==> config.mk <==
export PLATFORM = sky130hd
export DESIGN_NAME = acc_alu
export DESIGN_NICKNAME = d
export VERILOG_FILES = /design/src/rtl/acc_alu_pkg.sv /design/src/rtl/acc_alu_sat_arith.sv /design/src/rtl/acc_alu.sv
export SDC_FILE = /design/constraint.sdc
export NUM_CORES = 1
export LEC_CHECK = 0
export ABC_AREA = 1
export CORE_ASPECT_RATIO = 1.4
export CORE_UTILIZATION = 54
export CTS_CLUSTER_SIZE = 12
export DETAILED_ROUTE_END_ITERATION = 7
export PLACE_DENSITY = 0.82
export SLEW_MARGIN = 20
export SYNTH_ARGS = -nofsm -noshare
export SYNTH_HDL_FRONTEND = slang
export SYNTH_SLANG_ARGS = --single-unit
==> constraint.sdc <==
create_clock -name clk -period 3.9 [get_ports clk]
set_input_delay 0.78 -clock clk [delete_from_list [all_inputs] [get_ports clk]]
set_output_delay 0.78 -clock clk [all_outputs]
set_load 0.02 [all_outputs]
==> src/rtl/acc_alu_pkg.sv <==
// Shared opcode encodings and flag bit positions for the accumulator node.
package acc_alu_pkg;

    localparam logic [2:0] OP_NOP = 3'd0;
    localparam logic [2:0] OP_MOV = 3'd1;
    localparam logic [2:0] OP_ADD = 3'd2;
    localparam logic [2:0] OP_SUB = 3'd3;
    localparam logic [2:0] OP_NEG = 3'd4;
    localparam logic [2:0] OP_SAV = 3'd5;
    localparam logic [2:0] OP_SWP = 3'd6;
    localparam logic [2:0] OP_CLR = 3'd7;

    // res_flags = {neg, zero, pos}
    localparam int FLAG_NEG  = 2;
    localparam int FLAG_ZERO = 1;
    localparam int FLAG_POS  = 0;

    function automatic logic [2:0] make_flags(input logic neg, input logic zero);
        logic [2:0] f;
        f            = '0;
        f[FLAG_NEG]  = neg;
        f[FLAG_ZERO] = zero;
        f[FLAG_POS]  = !neg && !zero;
        return f;
    endfunction

endpackage

==> src/rtl/acc_alu_sat_arith.sv <==
// Saturating MOV/ADD/SUB/NEG evaluated one bit wider than the datapath, then clamped.
module sat_arith
    import acc_alu_pkg::*;
#(
    parameter int WIDTH = 11,
    parameter int LIMIT = 999
) (
    input  logic              [2:0]       op,
    input  logic signed       [WIDTH-1:0] acc,
    input  logic signed       [WIDTH-1:0] src,
    output logic signed       [WIDTH-1:0] result
);

    localparam logic signed [WIDTH:0] HI = (WIDTH+1)'(LIMIT);
    localparam logic signed [WIDTH:0] LO = -HI;

    logic signed [WIDTH:0] acc_x;
    logic signed [WIDTH:0] src_x;
    logic signed [WIDTH:0] raw;

    assign acc_x = {acc[WIDTH-1], acc};
    assign src_x = {src[WIDTH-1], src};

    always_comb begin
        raw = acc_x;
        case (op)
            OP_MOV:  raw = src_x;
            OP_ADD:  raw = acc_x + src_x;
            OP_SUB:  raw = acc_x - src_x;
            OP_NEG:  raw = -acc_x;
            default: raw = acc_x;
        endcase
        if (raw > HI)      result = HI[WIDTH-1:0];
        else if (raw < LO) result = LO[WIDTH-1:0];
        else               result = raw[WIDTH-1:0];
    end

endmodule

==> src/rtl/acc_alu.sv <==
// Accumulator/backup register pair with a single-entry result register and
// valid/ready handshakes on both sides.
module acc_alu
    import acc_alu_pkg::*;
#(
    parameter int WIDTH = 11,
    parameter int LIMIT = 999
) (
    input  logic                    clk,
    input  logic                    rst,
    input  logic                    in_valid,
    output logic                    in_ready,
    input  logic [2:0]              op,
    input  logic signed [WIDTH-1:0] src,
    output logic                    res_valid,
    input  logic                    res_ready,
    output logic signed [WIDTH-1:0] res_acc,
    output logic [2:0]              res_flags,
    output logic signed [WIDTH-1:0] acc_q,
    output logic signed [WIDTH-1:0] bak_q
);

    logic                    accept;
    logic signed [WIDTH-1:0] arith;
    logic signed [WIDTH-1:0] acc_nxt;
    logic signed [WIDTH-1:0] bak_nxt;

    assign in_ready = !res_valid || res_ready;
    assign accept   = in_valid && in_ready;

    sat_arith #(.WIDTH(WIDTH), .LIMIT(LIMIT)) u_sat (
        .op     (op),
        .acc    (acc_q),
        .src    (src),
        .result (arith)
    );

    always_comb begin
        acc_nxt = acc_q;
        bak_nxt = bak_q;
        case (op)
            OP_MOV, OP_ADD, OP_SUB, OP_NEG: acc_nxt = arith;
            OP_SAV: bak_nxt = acc_q;
            OP_SWP: begin
                acc_nxt = bak_q;
                bak_nxt = acc_q;
            end
            OP_CLR: acc_nxt = '0;
            default: ;
        endcase
    end

    // Result is registered from acc_nxt, so res_ready never reaches res_acc combinationally.
    always_ff @(posedge clk) begin
        if (rst) begin
            acc_q     <= '0;
            bak_q     <= '0;
            res_valid <= 1'b0;
            res_acc   <= '0;
            res_flags <= make_flags(1'b0, 1'b1);
        end else if (accept) begin
            acc_q     <= acc_nxt;
            bak_q     <= bak_nxt;
            res_valid <= 1'b1;
            res_acc   <= acc_nxt;
            res_flags <= make_flags(acc_nxt[WIDTH-1], acc_nxt == '0);
        end else if (res_ready) begin
            res_valid <= 1'b0;
        end
    end

endmodule

Word level (Yosys, flattened, before mapping)

Index checks and enable logic that the tools add are counted.

Divide/modulo/power cells: 0
Shifts and indexed selects: 0
Add/subtract/negate cells: 3
Muxes and demuxes: 6
Eq/ne operators: 7
$mul: 0
Order comparisons: 2
Bitwise logic cells: 0
Reductions and logical operators: 11

Operators with widths:

| operator             | number |
|---|---|
| $pmux 12 s4          | 1 |
| $pmux 11 s3          | 1 |
| $mux 11              | 2 |
| $add 11x11->12       | 1 |
| $eq 3x3->1 const B   | 4 |
| $gt 12x11->1 const B | 1 |
| $lt 12x11->1 const B | 1 |
| $neg 11->12          | 1 |
| $sub 11x11->12       | 1 |
| $logic_not 11->1     | 1 |
| $eq 3x2->1 const B   | 2 |
| $reduce_or 4->1      | 1 |
| $eq 3x1->1 const B   | 1 |
| $logic_not 1->1      | 3 |
| $logic_and 1x1->1    | 2 |
| $mux 1               | 2 |
| $reduce_and 2->1     | 1 |
| $reduce_bool 2->1    | 1 |
| $reduce_or 2->1      | 1 |
| $logic_or 1x1->1     | 1 |

Memory bits (writable): 0
ROM bits: 0
Bits in registers: 26
Memories kept: 0
Input bits: 18
Bits in latches: 0

Longest topological paths before layout

Gate-level depths: netlist (run 1).

Depth after elaboration: 9
Gate-level depth with buffers: 32
Mapped depth without buffers: 32

Cells and area by module

Synthesis (run 1) repeated with hierarchy kept, for this count alone.

Cell total of the unflattened synthesis: 553
Area total of the unflattened synthesis: 3,220.6 sq um

By module, submodules not included:

| module    | area an instance (sq um) | times used | cells an instance | seq. area each (sq um) |
|---|---|---|---|---|
| sat_arith | 1,776.7                  | 1          | 355               | 0.0 |
| acc_alu   | 1,443.9                  | 1          | 198               | 500.5 |

Worst setup path after synthesis (run 1)

No wires, ideal clock.

Kind: input port to flip-flop
Start point: input src[0]
End point: register res_flags[0]
Stages on the path: 31
Library setup time: 0.116 ns
Setup slack: 0.266 ns
Data arrival time: 3.518 ns
Cells stage by stage: inv_1 > ha_1 > inv_1 > nor3_1 > inv_1 > nor2_1 > nand2_1 > nand2_1 > xor2_1 > inv_1 > ha_1 > a21oi_1 > inv_1 > nor2_1 > nand2_1 > nand2_1 > nand2_1 > nand3_1 > nand3_2 > a21oi_4 > inv_2 > nand2_1 > nand2_1 > nand3_1 > nand2_1 > nand2_1 > nand2_1 > nor2_2 > nand3_2 > nand2_1 > nor2_2

Word-level cells in the longest chain between the ends: 9
Elaborated cells between the ends (all ways): 12
Those cells by class: add/sub (2); order compare (2); mux (4); reduce/logical (4)

RTL lines:

| item                                             | line                                             | RTL |
|---|---|---|
| start, declared                                  | acc_alu.sv:14                                    | `input logic signed [WIDTH-1:0] src,` |
| $sub 11x11->12 or $add 11x11->12 (tied branches) | acc_alu_sat_arith.sv:29, acc_alu_sat_arith.sv:28 |  |
| $pmux 12 s4 (*)                                  | acc_alu_sat_arith.sv:26                          | `case (op)` |
| $lt 12x11->1                                     | acc_alu_sat_arith.sv:34                          | `else if (raw < LO) result = LO[WIDTH-1:0];` |
| $mux 11                                          | acc_alu_sat_arith.sv:34                          |  |
| $mux 11 (*)                                      | acc_alu_sat_arith.sv:33                          | `if (raw > HI) result = HI[WIDTH-1:0];` |
| $pmux 11 s3 (*)                                  | acc_alu.sv:41                                    | `case (op)` |
| $logic_not 11->1                                 | acc_alu.sv:66                                    | `res_flags <= make_flags(acc_nxt[WIDTH-1], acc_nxt == '0);` |
| $logic_not 1->1                                  | acc_alu_pkg.sv:23                                | `f[FLAG_POS] = !neg && !zero;` |
| $logic_and 1x1->1 (*)                            | acc_alu_pkg.sv:23                                |  |
| end signal, assigned                             | acc_alu.sv:60                                    | `res_flags <= make_flags(1'b0, 1'b1);` |
| end signal, assigned                             | acc_alu.sv:66                                    |  |
| end, declared                                    | acc_alu.sv:18                                    | `output logic [2:0] res_flags,` |

Mark *: on every way between the ends. The rest lies on a longest branch, timed or not.
A chain may end at the register's enable or synchronous reset.

Worst setup path after layout (run 1)

Start point: input src[2]
End point: register res_flags[0]

The elaborated chain is that of the path after synthesis.

==> results summary, run 1 <==
The run finished, with violations left. The checks that failed: setup timing. Leaving out fill and tap cells, the most frequent cell in the layout is sky130_fd_sc_hd__nand2_1. Summed over all layers, the routed wires come to 10.9 mm. The count of clock tree sinks came out at 25. Across all setup checks in the final design, the least slack found is -0.127 ns. The worst register-to-register path begins at acc_q[0]. The maximum number of pins on one net before global-route repair is 23. TritonCTS built the clock tree.

The area growth from synthesis to layout is 50.4%. In this run the worst hold path is classified as reg -> reg. The clock-pin slew of the registers on the worst-case setup and hold paths came out at 0.08 ns. The highest ir drop seen on vdd came out at 326 µV. The number of violations reported at the end of detailed-routing iteration 0 came out at 264. After floorplanning, the core was sized to cover 5280 µm². The final route contains 4026 vias. The number of antenna violations at the first check in global routing was 0.

The topmost layer with routed signal wires is met4. The initial standard-cell utilization of the core is 56.9%. The total routed wire length on the met1 layer came out at 4.05 mm.

The required time of the worst setup path came out at 4.07 ns. The number of buffers inserted by hold repair at cts is 0. No sink is reached through more buffers than the 2 on the longest clock path. The first-pass detailed-route iteration total is 5. STA classifies the critical path endpoint as a flip-flop. Clock skew on the completed layout was measured at 0.000827 ns. In this run the worst setup path begins at src[2]. The tightest hold margin is 0.484 ns. The residual DRC count came out at 0. The repair_antennas step left the layout with diodes totalling 0. The number of global-route vias before repair was 3592. The period utilization is 103%. The vias per cell is 5.70. The all-layer global routing usage came out at 33.4%. The top-level I/O count came out at 56. The smallest clock period supported by the final layout is computed as 4.03 ns. The sequential fraction of the synthesis area came out at 16.7%. The cell leakage power came out at 2.30 nW. The power density normalized to cell area is 290 nW/µm².

Setup repair after global routing could not meet its margin everywhere. Counting flops and latches in the post-synthesis netlist gives 25. In this run the worst setup path terminates at res_flags[0]. After detailed routing, the met3 layer carries 712 µm of wire. The final core area utilization is 85.6%.

The number of routed nets with antenna violations came out at 0. In the final routed layout, each cell accounts on average for 15.4 µm. The number of buffers inserted during clock tree synthesis came out at 3. The power consumption is 1.31 mW. Each instance of the synthesized netlist takes up on average 5.70 µm². The total nets after synthesis is 559. The final layout contains 673 nets. The top achievable clock speed came out at 248 MHz. The overflow left after global routing came out at 0. The endpoint identified for the worst register-to-register timing path is res_flags[0].

The number of levels in the clock H-tree is 1. The detailed placement HPWL came out at 7.26 mm. The floorplan step defined a die boundary enclosing 5870 µm². Along the worst path, the maximum fanout reaches 5.

The headroom to the max-slew limit is 51.7%. The setup TNS after final layout is -0.313 ns. The netlist area before placement is 3000 µm².

The count of endpoints failing hold in the final timing report came to 0. The Yosys warning count is 0. The worst path arrival time is 4.20 ns. After floorplanning, the core was divided into 31 placement rows. Before CTS, the worst setup slack after placement is -0.616 ns.

The final count of pins violating max slew came out at 0. The horizontal die dimension is 65.0 µm. In this run the tool buffered the top-level ports with 55 buffer cells. STA classifies the critical path startpoint as a primary input. The measured slew at the worst slew-check pin came out at 0.719 ns. The max capacitance violation total is 0. For the worst flop-to-flop path, the logic depth is 23.

In this run the register-to-register setup slack is 0.66 ns. The distinct cell type count of the synthesized netlist is 36. The tree is rooted in a sky130_fd_sc_hd__clkbuf_8. The worst setup path is of the in -> reg kind.

The routed length on met2 is 5.42 mm. The latest clock arrival within the worst-skew pair is 0.27 ns. The ratio of cells with drive above 1 in the final layout is 29.5%.

The global-route wire length before repair is 15.8 mm. The last weighted congestion value of the routability-driven placer came out at 0.954. The gate count after technology mapping came out at 527.

Leaving out fill and tap cells, the most frequent cells in the layout are sky130_fd_sc_hd__nand2_1 (130), sky130_fd_sc_hd__buf_4 (71), sky130_fd_sc_hd__inv_1 (68). The final count of negative-setup-slack endpoints is 5. The vertical die dimension came out at 90.3 µm.
[per-stage QoR]
stage                     cell area (µm²)  instances
after floorplan                      3000        527
after global placement               3940        685
after detailed placement             3940        685
after CTS                            4160        695
after global routing                 4520        706
final                                4520        706
[where the power goes]
| group | switching, mW | internal [mW] |
|---|---|---|
| clock network | 0.0816 | 0.0732 |
| logic | 0.472 | 0.370 |
| registers | 0.0370 | 0.275 |
| total | 0.590 | 0.718 |
[final cells by class]
type	count	area, µm²
tap	66	82.6
timing repair buffer	131	1150
inverter	86	330
fill	319	758
clock buffer	4	45.0
multi-input combinational	394	2400
sequential	25	500
[Yosys cell counts (all sizes together)]
library cell | number | area (µm²)
dfxtp | 25 | 500
or2 | 1 | 6.26
xnor2 | 2 | 17.5
nand3 | 58 | 333
a211oi | 1 | 7.51
nor2 | 53 | 230
o21bai | 1 | 7.51
a31oi | 2 | 12.5
nor3 | 3 | 15.0
clkinv | 2 | 7.51
clkbuf | 6 | 22.5
a21oi | 39 | 206
inv | 84 | 318
xor2 | 9 | 78.8
buf | 18 | 138
nor4 | 1 | 6.26
ha | 13 | 163
nand3b | 1 | 7.51
fa | 1 | 20.0
o21a | 2 | 15.0
nand2 | 158 | 623
o21ai | 29 | 145
nand4 | 9 | 56.3
o211ai | 9 | 67.6
[critical path, cell delays in order]
cell and delay, ns:
sky130_fd_sc_hd__dlygate4sd2_1 0.27, sky130_fd_sc_hd__nor2_1 0.12, sky130_fd_sc_hd__nand2_1 0.11, sky130_fd_sc_hd__nor2_2 0.20, sky130_fd_sc_hd__inv_2 0.08, sky130_fd_sc_hd__nand2_2 0.09
sky130_fd_sc_hd__xor2_1 0.19, sky130_fd_sc_hd__inv_1 0.11, sky130_fd_sc_hd__ha_4 0.29, sky130_fd_sc_hd__a21oi_4 0.19, sky130_fd_sc_hd__buf_4 0.14, sky130_fd_sc_hd__nand4_1 0.13
sky130_fd_sc_hd__nand3_2 0.11, sky130_fd_sc_hd__nand2_1 0.06, sky130_fd_sc_hd__nand2_1 0.08, sky130_fd_sc_hd__nand2_1 0.07, sky130_fd_sc_hd__a21oi_2 0.15, sky130_fd_sc_hd__nand4_1 0.18
sky130_fd_sc_hd__nand2_4 0.13, sky130_fd_sc_hd__nand2_4 0.08, sky130_fd_sc_hd__nand3_1 0.09, sky130_fd_sc_hd__nand2_1 0.08, sky130_fd_sc_hd__nand2_2 0.08, sky130_fd_sc_hd__nand2_2 0.08
sky130_fd_sc_hd__nor2_4 0.13, sky130_fd_sc_hd__nand3_2 0.09, sky130_fd_sc_hd__nand2_2 0.07, sky130_fd_sc_hd__nor2_2 0.04
[per-layer routing]
metal,GRT usage (%),up-vias
met5,0,-
met4,19.4,0
met3,1.64,67
met2,59.0,235
met1,38.6,1808
li1,-,1916
[registers in the layout (all words and copies together) (netlist names)]
| name | cells |
|---|---|
| bak_q | 11 |
| acc_q | 10 |
| res_flags | 3 |
| res_valid | 1 |
[timing repair]
| action | 4_1_cts | 5_1_grt |
|---|---|---|
| cloned | 1 | 1 |
| setup endpoints to repair | 13 | 13 |
| setup buffers | 5 | 10 |
| pin swaps | 26 | 48 |
| gates resized for setup | 35 | 84 |
[how the worst min path moves through the flow]
stage,startpoint,to,slack [ns],cells past startpoint
6_report,bak_q[10],bak_q[10],0.48,2
4_1_cts,bak_q[10],bak_q[10],0.48,2
3_5_place_dp,bak_q[10],bak_q[10],0.47,2
2_1_floorplan,bak_q[10],bak_q[10],0.54,2
5_1_grt,bak_q[10],bak_q[10],0.51,2
3_3_place_gp,bak_q[10],bak_q[10],0.47,2
[logic make-up (layout without fill, tap and decap cells)]
logic type	Yosys count	in the layout	synth area share (%)
simple gates	284	286	42.5
flops	25	25	16.7
xor+xnor	11	11	3.21
buf+inv	110	221	16.2
compound gates	83	83	15.4
fa+ha+maj	14	14	6.08
(Power assumes the default switching activity.)
==> inputs of run 2 (changes only) <==
Settings changed: CORE_UTILIZATION 54 to 55, CTS_BUF_LIST set to sky130_fd_sc_hd__clkbuf_8, PLACE_DENSITY 0.82 to 0.84.
==> results summary, run 2 (synthesized netlist as in run 1, its figures left out) <==
The count of clock tree sinks came out at 25. Power spread over the standard cell area amounts to 297 nW/µm². The worst path arrival time is 4.26 ns.

The tree is rooted in a sky130_fd_sc_hd__clkbuf_8. The final count of pins violating max slew came out at 0. The post-layout minimum cycle time is 4.08 ns. The tightest min-delay check is of the reg -> reg type. The area growth from synthesis to layout is 53.4%. The number of antenna violations at the first check in global routing came out at 0. The run finished, with violations left. The global-route wire length before repair came out at 17.4 mm.

The detailed router finished its first iteration with 464 violations. The internal power is 0.723 mW. The initial standard-cell utilization of the core is 57.8%. In this run the power spent charging and discharging nets is 0.644 mW.

The worst clock skew is 0.00598 ns. TritonCTS built the clock tree. The number of global-route vias before repair came out at 3887. Setup repair after global routing could not meet its margin everywhere. The share of total power dissipated in combinational logic is 66.0%. Leaving out fill and tap cells, the most frequent cell in the layout is sky130_fd_sc_hd__nand2_1. The worst-case setup slack after placement is -0.600 ns. Counting stages on the worst path, the most repeated cell is sky130_fd_sc_hd__nand2_1.

The detailed placement HPWL came out at 7.43 mm. Cells with a size suffix above 1 make up 32.6% of the layout. The number of buffer and inverter stages on the critical path is 7. The sequential fraction of design power is 22.8%. In this run, CTS created clock tree buffers numbering 3. The top achievable clock speed is 245 MHz. For this block, the via count after detailed routing is 4349.

The number of routed nets with antenna violations is 0. The area of the die is 5770 µm². The highest ir drop seen on vdd came out at 303 µV. Leaving out fill and tap cells, the most frequent cells in the layout are sky130_fd_sc_hd__nand2_1 (120), sky130_fd_sc_hd__buf_4 (72), sky130_fd_sc_hd__inv_1 (67). The area of the core region is 5200 µm². The die is 89.4 µm tall. Of all nets on the critical path, the largest fanout is 5. Excluding fillers, the count of instances in the completed layout stands at 704.

In this run, placement finished with an instance count of 684. In this run the static leakage power is 2.28 nW. The antenna diode instance count came out at 0. The number of rows in the core area came out at 31. During I/O placement, the number of pins put on the boundary was 56. The vias per cell is 6.18. The period utilization is 105%. For this design, the slowest cell found on the critical path is sky130_fd_sc_hd__ha_4.

The latest clock arrival within the worst-skew pair is 0.27 ns. The number of nets in the layout came out at 671. The clock-pin slew of the registers on the worst-case setup and hold paths came out at 0.09 ns. The startpoint class of the critical path is a primary input. The stage delay of the slowest cell on the critical path is 0.31 ns. The maximum number of pins on one net before global-route repair is 23. Of the total power, the share spent switching nets is 47.1%. In the final routed layout, each cell accounts on average for 18.6 µm. Broken down by cell family, the worst path's largest delay share belongs to simple AND/OR/NAND/NOR gates. The register with the most flip-flops in the layout has 11 of them. The count of endpoints failing hold in the final timing report came out at 0. The residual DRC count is 0. The setup TNS after final layout came out at -0.552 ns. The measured slew at the worst slew-check pin is 0.585 ns. The relative contribution of the clock network to total power is 11.2%. The count of buffers added on input and output ports is 55. The required time of the worst setup path came out at 4.08 ns. The worst setup path is captured at a flip-flop. The all-layer global routing usage is 38.8%. bak_q holds more flip-flops than any other register. In the final layout, the registers with the most flip-flops are bak_q: 11 flops, acc_q: 10 flops, res_flags: 3 flops.

The final reports fail on setup timing. By startpoint and endpoint, the worst setup path is classified as in -> reg. The headroom to the max-slew limit is 61.0%. The last weighted congestion value of the routability-driven placer came out at 0.998.

The first-pass detailed-route iteration total came out at 8. The number of buffers between clock root and the deepest sink came out at 2. The overflow left after global routing came out at 0.

The number of levels in the clock H-tree came out at 1. After detailed routing, the total wire length is 13.1 mm. The least setup slack across all paths after layout is -0.181 ns. Cells fill 88.7% of the core in the end.

The max capacitance violation total came out at 0. The die is 64.5 µm wide. The final count of negative-setup-slack endpoints came out at 8.
==> run 2: worst paths after layout <==
kind	from	end	slack (ns)	cells past startpoint
worst max-delay path	src[0]	res_flags[0]	-0.18	33
worst min-delay path	bak_q[10]	bak_q[10]	0.51	2
worst max register to register	acc_q[0]	res_flags[0]	0.60	22
worst min register to register	bak_q[10]	bak_q[10]	0.51	2
==> run 2: timing repair <==
action | in CTS | in global routing
endpoints found under the setup margin | 12 | 12
hold buffers | 0 | 0
cloned | 2 | 0
buffers inserted | 10 | 5
pin swaps | 32 | 54
resized for setup | 53 | 101
==> run 2: worst reg2reg max path, stage by stage, from the launching register on <==
cell	delay [ns]
sky130_fd_sc_hd__dfxtp_1	0.42
sky130_fd_sc_hd__clkinv_1	0.13
sky130_fd_sc_hd__ha_1	0.24
sky130_fd_sc_hd__fa_2	0.36
sky130_fd_sc_hd__inv_1	0.09
sky130_fd_sc_hd__nand3_1	0.16
sky130_fd_sc_hd__nand2_2	0.14
sky130_fd_sc_hd__nand2_1	0.09
sky130_fd_sc_hd__nand2_2	0.08
sky130_fd_sc_hd__a21oi_2	0.05
sky130_fd_sc_hd__or2_2	0.27
sky130_fd_sc_hd__nand3_1	0.09
sky130_fd_sc_hd__nand2_2	0.07
sky130_fd_sc_hd__nand2_2	0.11
sky130_fd_sc_hd__nand2_4	0.08
sky130_fd_sc_hd__nand2_2	0.09
sky130_fd_sc_hd__nand2_1	0.07
sky130_fd_sc_hd__nand3_1	0.10
sky130_fd_sc_hd__nand4_1	0.12
sky130_fd_sc_hd__nor2_2	0.20
sky130_fd_sc_hd__nand3_2	0.14
sky130_fd_sc_hd__nand2_2	0.09
sky130_fd_sc_hd__nor2_2	0.04
==> run 2: power by group through the flow <==
| stage | combinational (mW) | clock [mW] | sequential, mW |
|---|---|---|---|
| after floorplan | 0.397 | 0 | 0.327 |
| after global placement | 0.651 | 0 | 0.311 |
| after detailed placement | 0.664 | 0 | 0.312 |
| after CTS | 0.718 | 0.150 | 0.309 |
| after global routing | 0.964 | 0.158 | 0.314 |
| final | 0.902 | 0.153 | 0.312 |
==> run 2: final cells by class <==
| class | instances | area (µm²) |
|---|---|---|
| Multi-Input combinational cell | 394 | 2530 |
| Timing Repair Buffer | 129 | 1110 |
| Fill cell | 274 | 589 |
| Sequential cell | 25 | 500 |
| Inverter | 86 | 333 |
| Tap cell | 66 | 82.6 |
| Clock buffer | 3 | 41.3 |
| Clock inverter | 1 | 3.75 |
==> run 2: metrics by stage <==
stage	cell area, µm²	hold WS, ns	total power [mW]
after CTS	4220	0.506	1.18
final	4610	0.510	1.37
after global placement	3930	0.467	0.962
after global routing	4610	0.514	1.44
after detailed placement	3930	0.493	0.976
after floorplan	3000	0.542	0.724
==> run 2: metal layers <==
metal  vias to the layer above  track usage (%)  wire length [µm]
li1                       1909                -                 -
met1                      1948             40.8              4430
met2                       356             71.3              6390
met3                       136             4.72              1200
met4                         0             27.3              1070
met5                         -                0                 0
